[config.mk]
export PLATFORM = sky130hd
export DESIGN_NAME = comparator_serial_nbit_flat
export DESIGN_NICKNAME = d
export VERILOG_FILES = /design/src/rtl/comparator_serial_nbit_if.sv /design/src/rtl/comparator_serial_nbit.sv /design/src/flat_wrapper.sv
export SDC_FILE = /design/constraint.sdc
export NUM_CORES = 1
export LEC_CHECK = 0
export CORE_MARGIN = 1.5
export CORE_UTILIZATION = 53
export DETAILED_ROUTE_END_ITERATION = 7
export PLACE_DENSITY = 0.82
export SKIP_LAST_GASP = 1
export SLEW_MARGIN = 25
export SYNTH_ARGS = -nofsm -noshare
export SYNTH_HDL_FRONTEND = slang
export SYNTH_SLANG_ARGS = --single-unit
[constraint.sdc]
create_clock -name clk -period 2.88 [get_ports clk]
set_clock_uncertainty 0.1 [all_clocks]
set_input_delay 0.864 -clock clk [delete_from_list [all_inputs] [get_ports clk]]
set_output_delay 0.864 -clock clk [all_outputs]
set_load 0.02 [all_outputs]
[src/rtl/comparator_serial_nbit_if.sv]
// Start/busy/done handshake and operand/result bundle for the serial magnitude comparator.
interface comparator_serial_nbit_if #(
    parameter int unsigned WIDTH = 8
);
    logic             start;
    logic [WIDTH-1:0] a;
    logic [WIDTH-1:0] b;
    logic             sgn;
    logic             busy;
    logic             done;
    logic             e;
    logic             g;
    logic             l;

    modport master (
        output start, a, b, sgn,
        input  busy, done, e, g, l
    );

    modport slave (
        input  start, a, b, sgn,
        output busy, done, e, g, l
    );
endinterface

[src/rtl/comparator_serial_nbit.sv]
// Multi-cycle MSB-first magnitude comparator, DIGIT bits per clock, signed or unsigned.
// Optional feature: define COMPARATOR_EARLY_EXIT_EN to finish on the first unequal digit.
module comparator_serial_nbit #(
    parameter int unsigned WIDTH = 8,
    parameter int unsigned DIGIT = 2
) (
    input logic                     clk,
    input logic                     rst_n,
    comparator_serial_nbit_if.slave bus
);

    localparam int unsigned NUM_DIGITS = WIDTH / DIGIT;
    localparam int unsigned IDX_W      = (NUM_DIGITS > 1) ? $clog2(NUM_DIGITS) : 1;
    localparam logic [IDX_W-1:0] IDX_LAST = IDX_W'(NUM_DIGITS - 1);
    localparam logic [WIDTH-1:0] MSB_MASK = WIDTH'(1) << (WIDTH - 1);

    generate
        if ((WIDTH % DIGIT) != 0) begin : g_bad_digit
            $error("comparator_serial_nbit: DIGIT must divide WIDTH");
        end
    endgenerate

    typedef enum logic {
        IDLE = 1'b0,
        RUN  = 1'b1
    } state_t;

    typedef enum logic [1:0] {
        DEC_NONE = 2'd0,
        DEC_G    = 2'd1,
        DEC_L    = 2'd2
    } dec_t;

    state_t           state_q, state_d;
    logic [WIDTH-1:0] a_q, a_d;
    logic [WIDTH-1:0] b_q, b_d;
    logic [IDX_W-1:0] idx_q, idx_d;
    dec_t             dec_q, dec_d;
    logic             busy_q, busy_d;
    logic             done_q, done_d;
    logic             e_q, e_d;
    logic             g_q, g_d;
    logic             l_q, l_d;

    logic [DIGIT-1:0] digit_a;
    logic [DIGIT-1:0] digit_b;
    dec_t             dec_cur;
    logic             finish;

    // Current digit slice and the sticky decision including this digit
    always_comb begin
        digit_a = DIGIT'(a_q >> (32'(idx_q) * DIGIT));
        digit_b = DIGIT'(b_q >> (32'(idx_q) * DIGIT));
        dec_cur = dec_q;
        if (dec_q == DEC_NONE) begin
            if (digit_a > digit_b) begin
                dec_cur = DEC_G;
            end else if (digit_a < digit_b) begin
                dec_cur = DEC_L;
            end
        end
`ifdef COMPARATOR_EARLY_EXIT_EN
        finish = (idx_q == '0) || (dec_cur != DEC_NONE);
`else
        finish = (idx_q == '0);
`endif
    end

    // State and datapath registers
    always_ff @(posedge clk or negedge rst_n) begin
        if (!rst_n) begin
            state_q <= IDLE;
            a_q     <= '0;
            b_q     <= '0;
            idx_q   <= '0;
            dec_q   <= DEC_NONE;
            busy_q  <= 1'b0;
            done_q  <= 1'b0;
            e_q     <= 1'b0;
            g_q     <= 1'b0;
            l_q     <= 1'b0;
        end else begin
            state_q <= state_d;
            a_q     <= a_d;
            b_q     <= b_d;
            idx_q   <= idx_d;
            dec_q   <= dec_d;
            busy_q  <= busy_d;
            done_q  <= done_d;
            e_q     <= e_d;
            g_q     <= g_d;
            l_q     <= l_d;
        end
    end

    // Next-state logic
    always_comb begin
        state_d = state_q;
        case (state_q)
            IDLE: if (bus.start) state_d = RUN;
            RUN:  if (finish)    state_d = IDLE;
            default: state_d = IDLE;
        endcase
    end

    // Datapath and output next values; signed operands are mapped to offset binary on capture
    always_comb begin
        a_d    = a_q;
        b_d    = b_q;
        idx_d  = idx_q;
        dec_d  = dec_q;
        busy_d = busy_q;
        done_d = 1'b0;
        e_d    = e_q;
        g_d    = g_q;
        l_d    = l_q;
        case (state_q)
            IDLE: begin
                if (bus.start) begin
                    a_d    = bus.sgn ? (bus.a ^ MSB_MASK) : bus.a;
                    b_d    = bus.sgn ? (bus.b ^ MSB_MASK) : bus.b;
                    idx_d  = IDX_LAST;
                    dec_d  = DEC_NONE;
                    busy_d = 1'b1;
                end
            end
            RUN: begin
                dec_d = dec_cur;
                if (finish) begin
                    busy_d = 1'b0;
                    done_d = 1'b1;
                    e_d    = (dec_cur == DEC_NONE);
                    g_d    = (dec_cur == DEC_G);
                    l_d    = (dec_cur == DEC_L);
                end else begin
                    idx_d = idx_q - IDX_W'(1);
                end
            end
            default: begin
                busy_d = 1'b0;
            end
        endcase
    end

    assign bus.busy = busy_q;
    assign bus.done = done_q;
    assign bus.e    = e_q;
    assign bus.g    = g_q;
    assign bus.l    = l_q;

endmodule

[src/flat_wrapper.sv]
// flat-port wrapper written by rule: the top's interface ports become plain ports
module comparator_serial_nbit_flat 
#(
    parameter int unsigned WIDTH = 8,
    parameter int unsigned DIGIT = 2
)
  (clk, rst_n, bus_start, bus_a, bus_b, bus_sgn, bus_busy, bus_done, bus_e, bus_g, bus_l);
  comparator_serial_nbit_if #(.WIDTH(WIDTH)) bus_i ();
  input logic clk;
  input logic rst_n;
  input wire logic [$bits(bus_i.start)-1:0] bus_start;
  input wire logic [$bits(bus_i.a)-1:0] bus_a;
  input wire logic [$bits(bus_i.b)-1:0] bus_b;
  input wire logic [$bits(bus_i.sgn)-1:0] bus_sgn;
  output wire logic [$bits(bus_i.busy)-1:0] bus_busy;
  output wire logic [$bits(bus_i.done)-1:0] bus_done;
  output wire logic [$bits(bus_i.e)-1:0] bus_e;
  output wire logic [$bits(bus_i.g)-1:0] bus_g;
  output wire logic [$bits(bus_i.l)-1:0] bus_l;
  assign bus_i.start = bus_start;
  assign bus_i.a = bus_a;
  assign bus_i.b = bus_b;
  assign bus_i.sgn = bus_sgn;
  assign bus_busy = bus_i.busy;
  assign bus_done = bus_i.done;
  assign bus_e = bus_i.e;
  assign bus_g = bus_i.g;
  assign bus_l = bus_i.l;
  comparator_serial_nbit #(.WIDTH(WIDTH), .DIGIT(DIGIT)) u_core (.clk(clk), .rst_n(rst_n), .bus(bus_i));
endmodule
Yosys cells after proc, flatten, opt, wreduce, memory -nomap -nowiden
Cells that the tools add are included.

Register bits after elaboration: 26. Output and inout bits: 5. Word-level logic and storage cells: 48.

$add $sub $neg: 1. $lt $le $gt $ge: 2. Eq/ne operators: 5. Shift-type cells: 2. Muxes and demuxes: 18. Bitwise operators: 3. Reduce and logical (&&, ||, !) cells: 7.

Operators by type and width (count): $mux W8 (2); $shr A8 B3 Y2 (2); $mux W2 (6); $pmux W2 S2 (2); $reduce_and A2 Y1 (4); $logic_not A2 Y1 (3); $mux W1 (6); $ne A2 B2 Y1 const B (3); $pmux W1 S2 (2); $not A1 Y1 (3); $eq A2 B1 Y1 const B (1); $eq A2 B2 Y1 const B (1); $gt A2 B2 Y1 (1); $lt A2 B2 Y1 (1); $sub A2 B1 Y2 const B (1).

Depth between registers and ports, before layout
Gate-level depths: netlist of the first run.

Word-level depth: 6. Mapped depth: 7. Depth with buffers taken out: 6.

Worst setup path before layout of the first run
No wires, ideal clock.

Path kind: flip-flop to flip-flop. From: register u_core.idx_q[0]. To: register u_core.dec_q[0]. Library setup time: 0.122 ns. Arrival time: 1.663 ns. Required time: 2.658 ns. Setup slack: 0.995 ns. Stages on the path, launching flop included: 7. Clock period less this slack: 1.885 ns. Cell sequence: dfrtp_1 buf_6 mux4_2 ha_1 nand2b_1 a21oi_1 a32o_1.

Longest elaborated chain between the ends: 6.

Ends and longest elaborated chain: from (decl) (line comparator_serial_nbit.sv:37) `logic [IDX_W-1:0] idx_q, idx_d;`; from (signal assigned) (line comparator_serial_nbit.sv:86) `idx_q <= idx_d;`; $shr A8 B3 Y2 (on tied branches) (line comparator_serial_nbit.sv:52, comparator_serial_nbit.sv:53); $lt A2 B2 Y1 (line comparator_serial_nbit.sv:58) `end else if (digit_a < digit_b) begin`; $mux W2 (line comparator_serial_nbit.sv:58); $mux W2 * (line comparator_serial_nbit.sv:56) `if (digit_a > digit_b) begin`; $mux W2 * (line comparator_serial_nbit.sv:55) `if (dec_q == DEC_NONE) begin`; $pmux W2 S2 * (line comparator_serial_nbit.sv:117) `case (state_q)`; to (signal assigned) (line comparator_serial_nbit.sv:76) `dec_q <= DEC_NONE;`; to (signal assigned) (line comparator_serial_nbit.sv:87) `dec_q <= dec_d;`; to (decl) (line comparator_serial_nbit.sv:38) `dec_t dec_q, dec_d;`.

Mark *: on every way between the ends. The rest lies on a longest branch, timed or not. A chain may end at the register's enable or synchronous reset.

Final worst setup path of the first run
From: register u_core.busy_q (netlist: u_core.bus.busy). To: output port bus_busy.

RTL lines: from (decl) (line comparator_serial_nbit.sv:39) `logic busy_q, busy_d;`; from (signal assigned) (line comparator_serial_nbit.sv:88) `busy_q <= busy_d;`; to (decl) (line flat_wrapper.sv:15) `output wire logic [$bits(bus_i.busy)-1:0] bus_busy;`.

No word-level cell between the ends.

==> results.ini, run 1 <==
[outcome]
status = finished clean

[placed_design]
io_buffers = 24
finalWeightedCongestion = 0.7020
hpwl_um = 1494

[synthesis]
syn_area_per_cell_um2 = 14.19
yosysUniqueCellTypes = 22
netlist_area_um2 = 1235
ys_seq_area_frac = 0.5268
synth_flop_cell = dfrtp_1
synth-seq-cells = 26
synth_fp_nets = 110
netlist_instances = 87
synth_edf_count = 0
yosysWarnings = 0
ys_async_sr_fraction = 1.000

[clock_network]
htreeDepth = 1
cts_resized = 0
clk_latency_ns = 0.32
cts_max_path_buffers = 2
postCtsSetupRepairBufs = 0
clk_pin_slew_ns = 0.14
clock_sinks = 26
cts-root-buf = clkbuf_4
cts_made_buffers = 3
hold_buffers = 0
cts_tree = built

[floorplanning]
io_pins = 25
fp-row-count = 17
start_util = 0.5583
fp.dieArea_um2 = 2629
die_w_um = 51.27
core_um2 = 2212
die_height_um = 51.27

[routing]
viasPerCell = 5.268
drc = 0
drtPass1Iterations = 4
vias = 748
wl_per_cell_um = 13.89
first_iter_violations = 5
final_antenna_net_count = 0
wl_um = 1973

[timing]
final.setup.tns_ns = 0
hold_viol_final = 0
whs_ns = 0.3927
setup_viol = 0
layout_min_cycle_time_ns = 2.258
tightest_slew_ns = 0.3235
relSlewSlack = 0.7843
grt_setup_unrepaired = no
fin_crit_sh = 0.7840
fmax_mhz = 442.9
drv_slew = 0

[finish]
final_nets = 138
drive_gt1_frac = 0.2456
diodes = 0
most-common-layout-cells = dfrtp_1, clkdlybuf4s50_1, mux2_4
synthToLayoutAreaGrowth_pct = 23.71
layout_commonest_cell = dfrtp_1
final_util = 0.6906

[pwr]
vdd_drop_max_v = 0.0005237
leakage_uw = 0.0006872
p_int_uw = 1089
switching_share = 0.3401
clockPowerShare = 0.112
pwr-share-comb = 0.473
seqPwrFrac = 0.415
powerDensity_nw_per_um2 = 1080
switchingPower_uw = 561.1

[global_route]
grt_pass1_wl_um = 3443
grt_antenna_before_repair = 0
grt_max_degree = 27
groute.usage.overall = 0.1783
grt-ovfl-total = 0
grt_pass1_vias = 799

[worst_setup_path]
cpPeakStageDelay_ns = 0.60
path_delay_family = buffers and inverters
arrival_ns = 1.29
crit_chain = clkdlybuf4s50_1
crit_type = reg2out
critical_path_buf_inv_count = 1
end_kind = primary output
required_ns = 1.92
cp-start-kind = register
path_max_fanout = 2
crit_slowest_cell = clkdlybuf4s50_1

[flow_run]
cap_violations = 0

[min_path]
min_path_type = reg2reg

[cells in the mapped netlist (all sizes together) (2+ instances only)]
library cell / count / area [um^2]
nand2: 3 / 13.77
nand3b: 2 / 15.01
ha: 3 / 37.54
dfrtp: 26 / 650.6
nor2: 6 / 22.52
buf: 3 / 33.78
a21oi: 5 / 25.02
mux2: 14 / 210.2
a22o: 2 / 17.52
mux4: 4 / 90.09
xnor2: 2 / 17.52
inv: 8 / 30.03
o21a: 3 / 23.77
[layout make-up]
type / instances / area (um^2)
inverter: 8 / 30.03
tap: 28 / 35.03
multi-input combinational: 50 / 520.5
clock buffer: 4 / 36.28
timing repair buffer: 26 / 255.2
fill: 174 / 684.4
sequential: 26 / 650.6
[power groups by stage]
stage / Combinational [uW] / Clock [uW] / Sequential (uW)
floorplan: 601 / 0 / 674
global placement: 747 / 0 / 683
detailed placement: 783 / 0 / 694
CTS: 787 / 188 / 686
global route: 863 / 199 / 716
finish: 781 / 184 / 685
[per-stage QoR]
step	setup slack (ns)	cells	total power, uW	instance area [um^2]
6_report	0.6219	142	1650	1528
5_1_grt	0.5648	142	1778	1528
4_1_cts	0.6084	142	1660	1528
3_5_place_dp	0.5110	138	1476	1491
3_3_place_gp	0.5285	138	1430	1491
2_1_floorplan	0.9954	87	1275	1235
[cells by family after synthesis]
family                     count (synthesis)  share of synthesized area
DFF                                       26                     0.5268
buffers and inverters                     11                    0.05167
and+or+nand+nor                           14                    0.05775
muxes                                     18                     0.2432
xor gates and xnor gates                   2                    0.01419
adders and majority gates                  3                    0.03040
AOI/OAI and AO/OA                         13                    0.07599
[sequential cells by signal, indices dropped and copies added (netlist names), 2 cells and up]
| signal | count |
|---|---|
| u_core.a_q | 8 |
| u_core.dec_q | 2 |
| u_core.b_q | 8 |
| u_core.idx_q | 2 |
[metal layers]
| metal | wire length (um) | vias to the layer above | GRT usage |
|---|---|---|---|
| met1 | 866 | 370 | 0.2144 |
| met4 | 24 | 0 | 0.07895 |
| li1 | - | 355 | - |
| met3 | 83 | 4 | 0.02924 |
| met5 | 0 | - | 0 |
| met2 | 998 | 19 | 0.3139 |
[worst paths after layout]
path / startpoint / to / slack [ns] / cells past startpoint
worst max-delay path: u_core.bus.busy / bus_busy / 0.62 / 1
worst min-delay path: u_core.bus.l / u_core.bus.l / 0.39 / 2
worst max register to register: u_core.idx_q[0] / u_core.dec_q[0] / 0.75 / 5
worst min register to register: u_core.bus.l / u_core.bus.l / 0.39 / 2
max in group asynchronous: rst_n / u_core.a_q[7] / 1.64 / 2
min in group asynchronous: rst_n / u_core.bus.l / 0.79 / 2
Note: power is estimated with default switching activity, not from simulation.
==> inputs of run 2 (changes only) <==
--- a/config.mk
+++ b/config.mk
@@ -6,9 +6,9 @@
 export NUM_CORES = 1
 export LEC_CHECK = 0
 export CORE_MARGIN = 1.5
-export CORE_UTILIZATION = 53
+export CORE_UTILIZATION = 45
 export DETAILED_ROUTE_END_ITERATION = 7
-export PLACE_DENSITY = 0.82
+export PLACE_DENSITY = 0.74
 export SKIP_LAST_GASP = 1
 export SLEW_MARGIN = 25
 export SYNTH_ARGS = -nofsm -noshare
==> constraint.sdc (replaced) <==
create_clock -name clk -period 1.8 [get_ports clk]
set_clock_uncertainty 0.1 [all_clocks]
set_input_delay 0.54 -clock clk [delete_from_list [all_inputs] [get_ports clk]]
set_output_delay 0.54 -clock clk [all_outputs]
set_load 0.02 [all_outputs]
==> run 2 against run 1 <==
Effect of this change:
- the flow now finishes with violations (setup timing)
- critical path depth up 4
- register-to-register slack worse by 0.88 ns
- non-clock buffer count up 5
- sequential share of layout area is 2.9 points lower
- power grew 90%
- wire length up 8.1%
- final area is 7.5% higher
- first-iteration DRC count stayed put
==> results.ini, run 2 (synthesized netlist as in run 1, its figures left out) <==
[timing]
fmax_mhz = 519.1
fin_ws_ns = -0.1265  ; -0.7484 ns
relSlewSlack = 0.7908  ; +0.006416
layout_min_cycle_time_ns = 1.926
tightest_slew_ns = 0.3139  ; -0.009624 ns
grt_setup_unrepaired = yes
hold_viol_final = 0  ; unchanged
drv_slew = 0  ; unchanged
fin_crit_sh = 1.070
setup_viol = 4  ; +4

[pwr]
vdd_drop_max_v = 0.001397  ; +170%
leakage_uw = 0.0007415  ; +7.9%
finalPower_uw = 3129  ; +90%
powerDensity_nw_per_um2 = 1906  ; +76%

[routing]
vias = 781  ; +4.4%
final_antenna_net_count = 0  ; unchanged
wl_um = 2133  ; +8.1%
viasPerCell = 5.242  ; -0.49%
wl_per_cell_um = 14.32  ; +3.0%
drtPass1Iterations = 4  ; unchanged
first_iter_violations = 5  ; unchanged
drc = 0  ; unchanged

[floorplanning]
start_util = 0.4853  ; -0.07301
core_um2 = 2545  ; +15%
io_pins = 25  ; unchanged
fp.dieArea_um2 = 3068  ; +17%
die_height_um = 55.39  ; +8.0%
fp-row-count = 18  ; +1
die_w_um = 55.39  ; +8.0%

[clock_network]
cts_made_buffers = 3  ; unchanged
clock_sinks = 26  ; unchanged
htreeDepth = 1  ; unchanged
clk_latency_ns = 0.33  ; about the same
clk_pin_slew_ns = 0.14  ; about the same
cts_max_path_buffers = 2  ; unchanged
cts_tree = built
cts-root-buf = clkbuf_4

[worst_setup_path]
crit_chain = mux4_2 > ha_4 > nand2_4 > o21ba_1 > a22o_1
cp-start-kind = register
crit_type = reg2reg
cpPeakStageDelay_ns = 0.56  ; -0.04 ns
critical_path_buf_inv_count = 0  ; -1
end_kind = register
ff2ff_setup_slack_ns = -0.13  ; -0.88 ns
reg2reg_depth = 5  ; unchanged
path_delay_family = multiplexers
path_max_fanout = 5  ; +3
r2r_end = u_core.bus.g
arrival_ns = 2.06  ; +0.77 ns
timing.rr.start = u_core.idx_q[0]
crit_slowest_cell = mux4_2
required_ns = 1.93  ; about the same

[finish]
reg_top3 = u_core.a_q x8, u_core.b_q x8
layout_commonest_cell = dfrtp_1
synthToLayoutAreaGrowth_pct = 32.93
fillers = 213  ; +22%
diodes = 0  ; unchanged
stdcell_count = 149  ; +4.9%
drive_gt1_frac = 0.3529  ; +0.1073
final_util = 0.6450  ; -0.04558
most-common-layout-cells = dfrtp_1, clkdlybuf4s50_1, mux2_4
final_nets = 143  ; +3.6%
fin_area_um2 = 1642  ; +7.5%

[outcome]
status = finished with violations
violations = setup timing

[placed_design]
hpwl_um = 1563  ; +4.6%
dpl-instance-area_um2 = 1548  ; +3.8%
placed_cells = 143  ; +3.6%
finalWeightedCongestion = 0.7417  ; +5.7%
post-place-ws_ns = -0.2276  ; -0.7385 ns
io_buffers = 24  ; unchanged

[flow_run]
cap_violations = 0  ; unchanged

[min_path]
min_from = u_core.bus.l
hold_path_end = u_core.bus.l
holdPathStages = 2  ; unchanged
min_path_type = reg2reg

[global_route]
grt_pass1_wl_um = 3795  ; +10%
grt_max_degree = 27  ; unchanged
grt_antenna_before_repair = 0  ; unchanged
grt-ovfl-total = 0  ; unchanged
grt_pass1_vias = 828  ; +3.6%
groute.usage.overall = 0.1578  ; -0.02053

run 2: power by group:
group	internal (uW)	switching (uW)	total, uW
Combinational	1000	722	1720
Clock	124	168	292
Sequential	874	240	1110
run 2: worst reg2reg max path, cell delays in order, from the launching register on:
cell and delay, ns:
dfrtp_2 0.46, mux4_2 0.56, ha_4 0.32, nand2_4 0.06, o21ba_1 0.17, a22o_1 0.18
run 2: area by class of cell:
class / count / area, um^2 / share of cell area
inverters: 8 / 30.03 / 0.01829
clock buffers: 4 / 36.28 / 0.02210
repair buffers: 31 / 302.8 / 0.1845
flip-flops and latches: 26 / 651.9 / 0.3971
multi-input cells: 50 / 583.1 / 0.3552
well taps: 30 / 37.54 / 0.02287
run 2: how the worst max path moves through the flow:
stage / slack, ns / endpoint / cells after the start / from
final: -0.13 / u_core.bus.g / 5 / u_core.idx_q[0]
after global routing: -0.21 / u_core.bus.g / 5 / u_core.idx_q[0]
after CTS: -0.14 / u_core.bus.g / 5 / u_core.idx_q[0]
after detailed placement: -0.23 / u_core.bus.g / 5 / u_core.idx_q[0]
after global placement: -0.17 / u_core.bus.g / 5 / u_core.idx_q[0]
after floorplan: -0.05 / u_core.bus.g / 6 / u_core.idx_q[0]
run 2: what timing repair did:
item,in CTS,in global routing
pin swaps,4,2
resized for setup,14,1
setup buffers,2,0
hold buffers,0,0
setup endpoints to repair,10,5
run 2: stage by stage:
stage               setup TNS, ns  hold WS [ns]
floorplan                -0.09628        0.1444
global placement           -3.047        0.3808
detailed placement         -3.159        0.3661
CTS                       -0.2514        0.3917
global route              -0.6643        0.4198
finish                    -0.2705        0.3869
run 2: routing by layer:
| metal | GRT usage | vias to the layer above | part of all wire |
|---|---|---|---|
| met4 | 0.03136 | 0 | 0.011 |
| met1 | 0.1982 | 386 | 0.44 |
| li1 | - | 367 | - |
| met5 | 0 | - | 0 |
| met2 | 0.2687 | 24 | 0.50 |
| met3 | 0.04918 | 4 | 0.052 |
==> RTL change 1, RTL diff (flow settings as in run 2) <==
Add a define of `COMPARATOR_EARLY_EXIT_EN`.
--- a/src/rtl/comparator_serial_nbit.sv
+++ b/src/rtl/comparator_serial_nbit.sv
@@ -1,4 +1,6 @@
 // Multi-cycle MSB-first magnitude comparator, DIGIT bits per clock, signed or unsigned.
 // Optional feature: define COMPARATOR_EARLY_EXIT_EN to finish on the first unequal digit.
+`define COMPARATOR_EARLY_EXIT_EN
+
 module comparator_serial_nbit #(
     parameter int unsigned WIDTH = 8,
Formal check against the unedited RTL: not equivalent (a bounded check fails within 4 cycles, from zero or initial values and one cycle with rst_n low).
==> RTL change 1 against run 2 <==
The run still ends with negative setup slack left. Largest power group unchanged. Largest cell class unchanged. Design area is 2.6% higher. Hold slack gained 0.022 ns. Sequential cell count is the same. Wire length is 10% higher. Die area is 0.49% higher. Power increased by 3.2%. Synthesized area is 0.51% higher. Setup slack got worse by 0.23 ns.
==> RTL change 1: results (changes against run 2) <==
metric;value;unit;change
placer congestion estimate;0.831;;+12%
overall routed net length;2350;um;+10%
Synth top cells by count;dfrtp_1 (26), mux2_2 (14), inv_1 (9);;
CP max stage delay;0.53;ns;-0.03 ns
FF-to-FF path depth;6;;+1
Seq/Total Area, Yosys;52.4;%;-0.27 points
worst hold stages;1;;-1
Tot GR Track Use;17.0;%;+1.2 points
Fillers;197;;-7.5%
Setup TNS;-2.71;ns;-2.44 ns
CP max FO;4;;-1
R2R Path End;u_core.dec_q[1];;
Layout Nets;150;;+4.9%
first-pass GRT wire length;4020;um;+6.0%
outcome;finished with violations;;
Placement Cell Area;0.00161;sq mm;+3.8%
Final HPWL DP;1750;um;+12%
syn_nets;115;;+4.5%
count of unique library cells instantiated by Yosys;28;;+27%
Critical Path AT;2.32;ns;+0.26 ns
DR vias;847;;+8.5%
port buffer count;24;;unchanged
vias in the first global route;883;;+6.6%
Slew @ Worst Pin;0.322;ns;+0.00852 ns
worst setup margin;-0.360;ns;-0.234 ns
failing checks;negative setup slack;;
final setup fails;10;;+6
share of cells above drive strength 1;36.8;%;+1.5 points
drt first-iter violations;21;;+16
Synth area leaders;dfrtp_1 (52%), mux2_2 (13%), mux4_2 (7.3%);;
Lkg Pwr;0.722;nW;-2.6%
cell count after synthesis;92;;+5.7%
## RTL change 1: how the worst max path moves through the flow
stage / startpoint / to / depth (start not counted)
6_report: u_core.idx_q[0] / u_core.dec_q[1] / 6
5_1_grt: u_core.idx_q[0] / u_core.bus.g / 6
4_1_cts: u_core.idx_q[0] / u_core.dec_q[1] / 7
3_5_place_dp: u_core.idx_q[0] / u_core.dec_q[1] / 7
3_3_place_gp: u_core.idx_q[0] / u_core.bus.g / 6
2_1_floorplan: u_core.idx_q[0] / u_core.dec_q[1] / 7
## RTL change 1: final cells by class
class / instances / share of cell area (%)
inverters: 9 / 2.01
clock buffers: 3 / 1.34
multi-input cells: 53 / 36.5
flip-flops and latches: 26 / 38.6
well taps: 30 / 2.23
repair buffers: 34 / 19.3
## RTL change 1: logic make-up after synthesis
group,synth area share (%)
xor gates and xnor gates,1.41
and+or+nand+nor,7.26
muxes,20.0
buffers and inverters,4.74
adders and majority gates,3.02
AOI/OAI and AO/OA,11.2
DFF,52.4
## RTL change 1: repair_timing
action                     in CTS  in global routing
buffers inserted                2                  0
setup endpoints to repair      15                 10
pin swaps                       1                  3
resized for setup               7                  6
## RTL change 1: routing by layer
layer | wire, um | vias to the layer above | global-route usage, %
met4 | 27 | 0 | 5.23
met2 | 1190 | 20 | 29.1
met3 | 91 | 4 | 5.39
li1 | - | 398 | -
met1 | 1050 | 425 | 20.2
met5 | 0 | - | 0
## RTL change 1: worst max-delay path: cells and delay by family, from the launching register on
| family | cells | cell delay (ns) |
|---|---|---|
| DFF | 1 | 0.38 |
| and+or+nand+nor | 2 | 0.61 |
| muxes | 1 | 0.53 |
| AOI/OAI and AO/OA | 1 | 0.07 |
| adders and majority gates | 1 | 0.29 |
| buffers and inverters | 1 | 0.11 |
## RTL change 1: metrics by stage
step / power (mW) / hold WS, ns
after CTS: 3.02 / 0.412
after global routing: 3.45 / 0.427
after floorplan: 2.24 / 0.144
after global placement: 2.67 / 0.384
final: 3.23 / 0.409
after detailed placement: 2.75 / 0.387
## RTL change 1: power by group
group / total [mW] / internal, mW / switching [mW]
registers: 1.01 / 0.845 / 0.167
clock network: 0.244 / 0.0785 / 0.165
logic: 1.97 / 1.10 / 0.868
total: 3.23 / 2.03 / 1.20
==> RTL change 2, RTL diff (flow settings as in run 2) <==
Made on the original files. Re-encode `dec_t` (3 values) as one-hot, 3 bits wide.
--- a/src/rtl/comparator_serial_nbit.sv
+++ b/src/rtl/comparator_serial_nbit.sv
@@ -26,8 +26,8 @@
     } state_t;
 
-    typedef enum logic [1:0] {
-        DEC_NONE = 2'd0,
-        DEC_G    = 2'd1,
-        DEC_L    = 2'd2
+    typedef enum logic [2:0] {
+        DEC_NONE = 3'b001,
+        DEC_G    = 3'b010,
+        DEC_L    = 3'b100
     } dec_t;
 
Formal check against the unedited RTL: same outputs for any inputs over 10 cycles, from zero or initial values and one cycle with rst_n low; not proved beyond that.
==> RTL change 2 against run 2 <==
The flow still finishes with violations (negative setup slack). First-iteration DRC count rose to 3.4 times the old value. Power fell by 9.6%. Synthesized area rose by 1.2%. Design area fell by 1.5%. Synthesized cell count rose by 44%. Via count rose by 22%. Non-clock buffer count fell by 1. Wire length rose by 12%. Setup slack got worse by 0.087 ns. Die area rose by 1.2%. Sequential cell count rose by 1. Critical endpoint unchanged.
==> RTL change 2: results (changes against run 2) <==
metric;value;unit;change
outcome;finished with violations;;
failing checks;negative setup slack;;
Worst Hold Class;reg2reg;;
Main synth FF type;dfrtp_1;;
grt met1 use;22.5;%;+2.7 points
count of unique library cells instantiated by Yosys;29;;+32%
total CTS buffers;3;;unchanged
overall routed net length;2400;um;+12%
first-pass GRT wire length;4340;um;+14%
DR vias;956;;+22%
met2 Resource Use GR;29.8;%;+2.9 points
Layout Cells excl Fill;185;;+24%
Tot GR Track Use;17.9;%;+2.1 points
Lkg Pwr;0.780;nW;+5.2%
ys async rst share;100;%;unchanged
Critical Path AT;2.12;ns;+0.06 ns
vias in the first global route;945;;+14%
worst setup margin;-0.213;ns;-0.0869 ns
clk slew on worst S/H paths;0.13;ns;
port buffer count;24;;unchanged
Setup TNS;-1.03;ns;-0.764 ns
drt first-iter violations;17;;+12
Mapped Avg Cell Area;10.0;sq um;-30%
root buf cell;clkbuf_4;;
Seq/Total Area, Yosys;54.2;%;+1.5 points
placer congestion estimate;0.796;;+7.4%
Yosys Warn Count;0;;unchanged
clk_lat worst skew;0.31;ns;-0.02 ns
met3 usage in global routing;4.88;%;-0.034 points
share of cells above drive strength 1;16.8;%;-19 points
initial antenna violation count;0;;unchanged
syn_nets;148;;+35%
ANT cells;0;;unchanged
H-tree depth;1;;unchanged
Synth top cells by count;nand2_1 (48), dfrtp_1 (26), inv_1 (5);;
final setup fails;6;;+2
Final HPWL DP;1810;um;+16%
Slew @ Worst Pin;0.249;ns;-0.0653 ns
CP max stage delay;0.52;ns;-0.04 ns
Slowest cell on crit path;mux4_2;;
CTS max path bufs;2;;unchanged
CP max FO;6;;+1
largest net degree at the start of global routing;22;;-19%
Synth area leaders;dfrtp_1 (52%), nand2_1 (14%), mux4_2 (7.2%);;
Layout Nets;179;;+25%
maximum vdd drop;0.00107;V;-23%
Top Registers;u_core.a_q: 8 flops, u_core.b_q: 8 flops, u_core.dec_q: 3 flops;;
Initial DRT Pass Iterations;4;;unchanged
## RTL change 2: cell types whose count changed after synthesis, moves of 2 or more
cell,before,now
a21oi_1,5,1
buf_2,0,3
buf_6,3,0
inv_1,7,5
mux2_4,14,0
nand2_1,2,48
nand2b_1,1,4
nand3b_1,2,0
nor2_1,6,4
o21ai_0,0,2
o21ai_1,0,3
## RTL change 2: final timing paths
path	from	to	slack, ns	cells after the start
max in group asynchronous	rst_n	u_core.idx_q[0]	0.92	2
min reg2reg	u_core.bus.e	u_core.bus.e	0.39	2
max reg2reg	u_core.idx_q[0]	u_core.bus.g	-0.21	6
max	u_core.idx_q[0]	u_core.bus.g	-0.21	6
min in group asynchronous	rst_n	u_core.b_q[2]	0.43	2
min	u_core.bus.e	u_core.bus.e	0.39	2
## RTL change 2: per-stage QoR
step	cell area (sq um)	worst slack [ns]	power [mW]
detailed placement	1560	-0.279	2.46
finish	1620	-0.213	2.83
global route	1620	-0.314	3.07
CTS	1600	-0.201	2.78
floorplan	1270	-0.112	2.07
global placement	1560	-0.240	2.39
## RTL change 2: repair_timing
item	in CTS	in global routing
hold endpoints to repair	0	0
resized for setup	8	4
buffers inserted	2	0
endpoints found under the setup margin	11	6
pin swaps	1	1
## RTL change 2: layout make-up
class	instances	area (sq um)
clock buffer	4	26.3
fill	232	928
inverter	7	26.3
timing repair buffer	30	295
tap	30	37.5
sequential	27	678
multi-input combinational	87	553
## RTL change 2: critical path, delay by kind of cell (launching register included)
| family | cells | cell delay, ns |
|---|---|---|
| simple gates | 1 | 0.23 |
| compound gates | 2 | 0.31 |
| fa+ha+maj | 1 | 0.20 |
| buf+inv | 1 | 0.08 |
| mux | 1 | 0.52 |
| flops | 1 | 0.47 |
## RTL change 2: per-layer routing
layer,part of all wire (%),vias up
met1,45,460
met4,0.79,0
met2,50,18
met3,3.8,2
li1,-,476
met5,0,-
## RTL change 2: where the power goes
part / switching, mW / leakage (nW) / total (mW) / internal (mW)
Clock: 0.165 / 0.0150 / 0.251 / 0.0866
Sequential: 0.245 / 0.330 / 1.15 / 0.902
Combinational: 0.691 / 0.435 / 1.43 / 0.740
Total: 1.10 / 0.780 / 2.83 / 1.73
## RTL change 2: kinds of logic after synthesis
family / after synthesis / synth area share, %
AND/OR/NAND/NOR: 62 / 21.3
buffers and inverters: 11 / 3.90
multiplexers: 4 / 7.21
AO/OA/AOI/OAI: 16 / 9.01
adder cells (fa/ha/maj): 3 / 3.00
XOR/XNOR: 2 / 1.40
flip-flops: 27 / 54.2
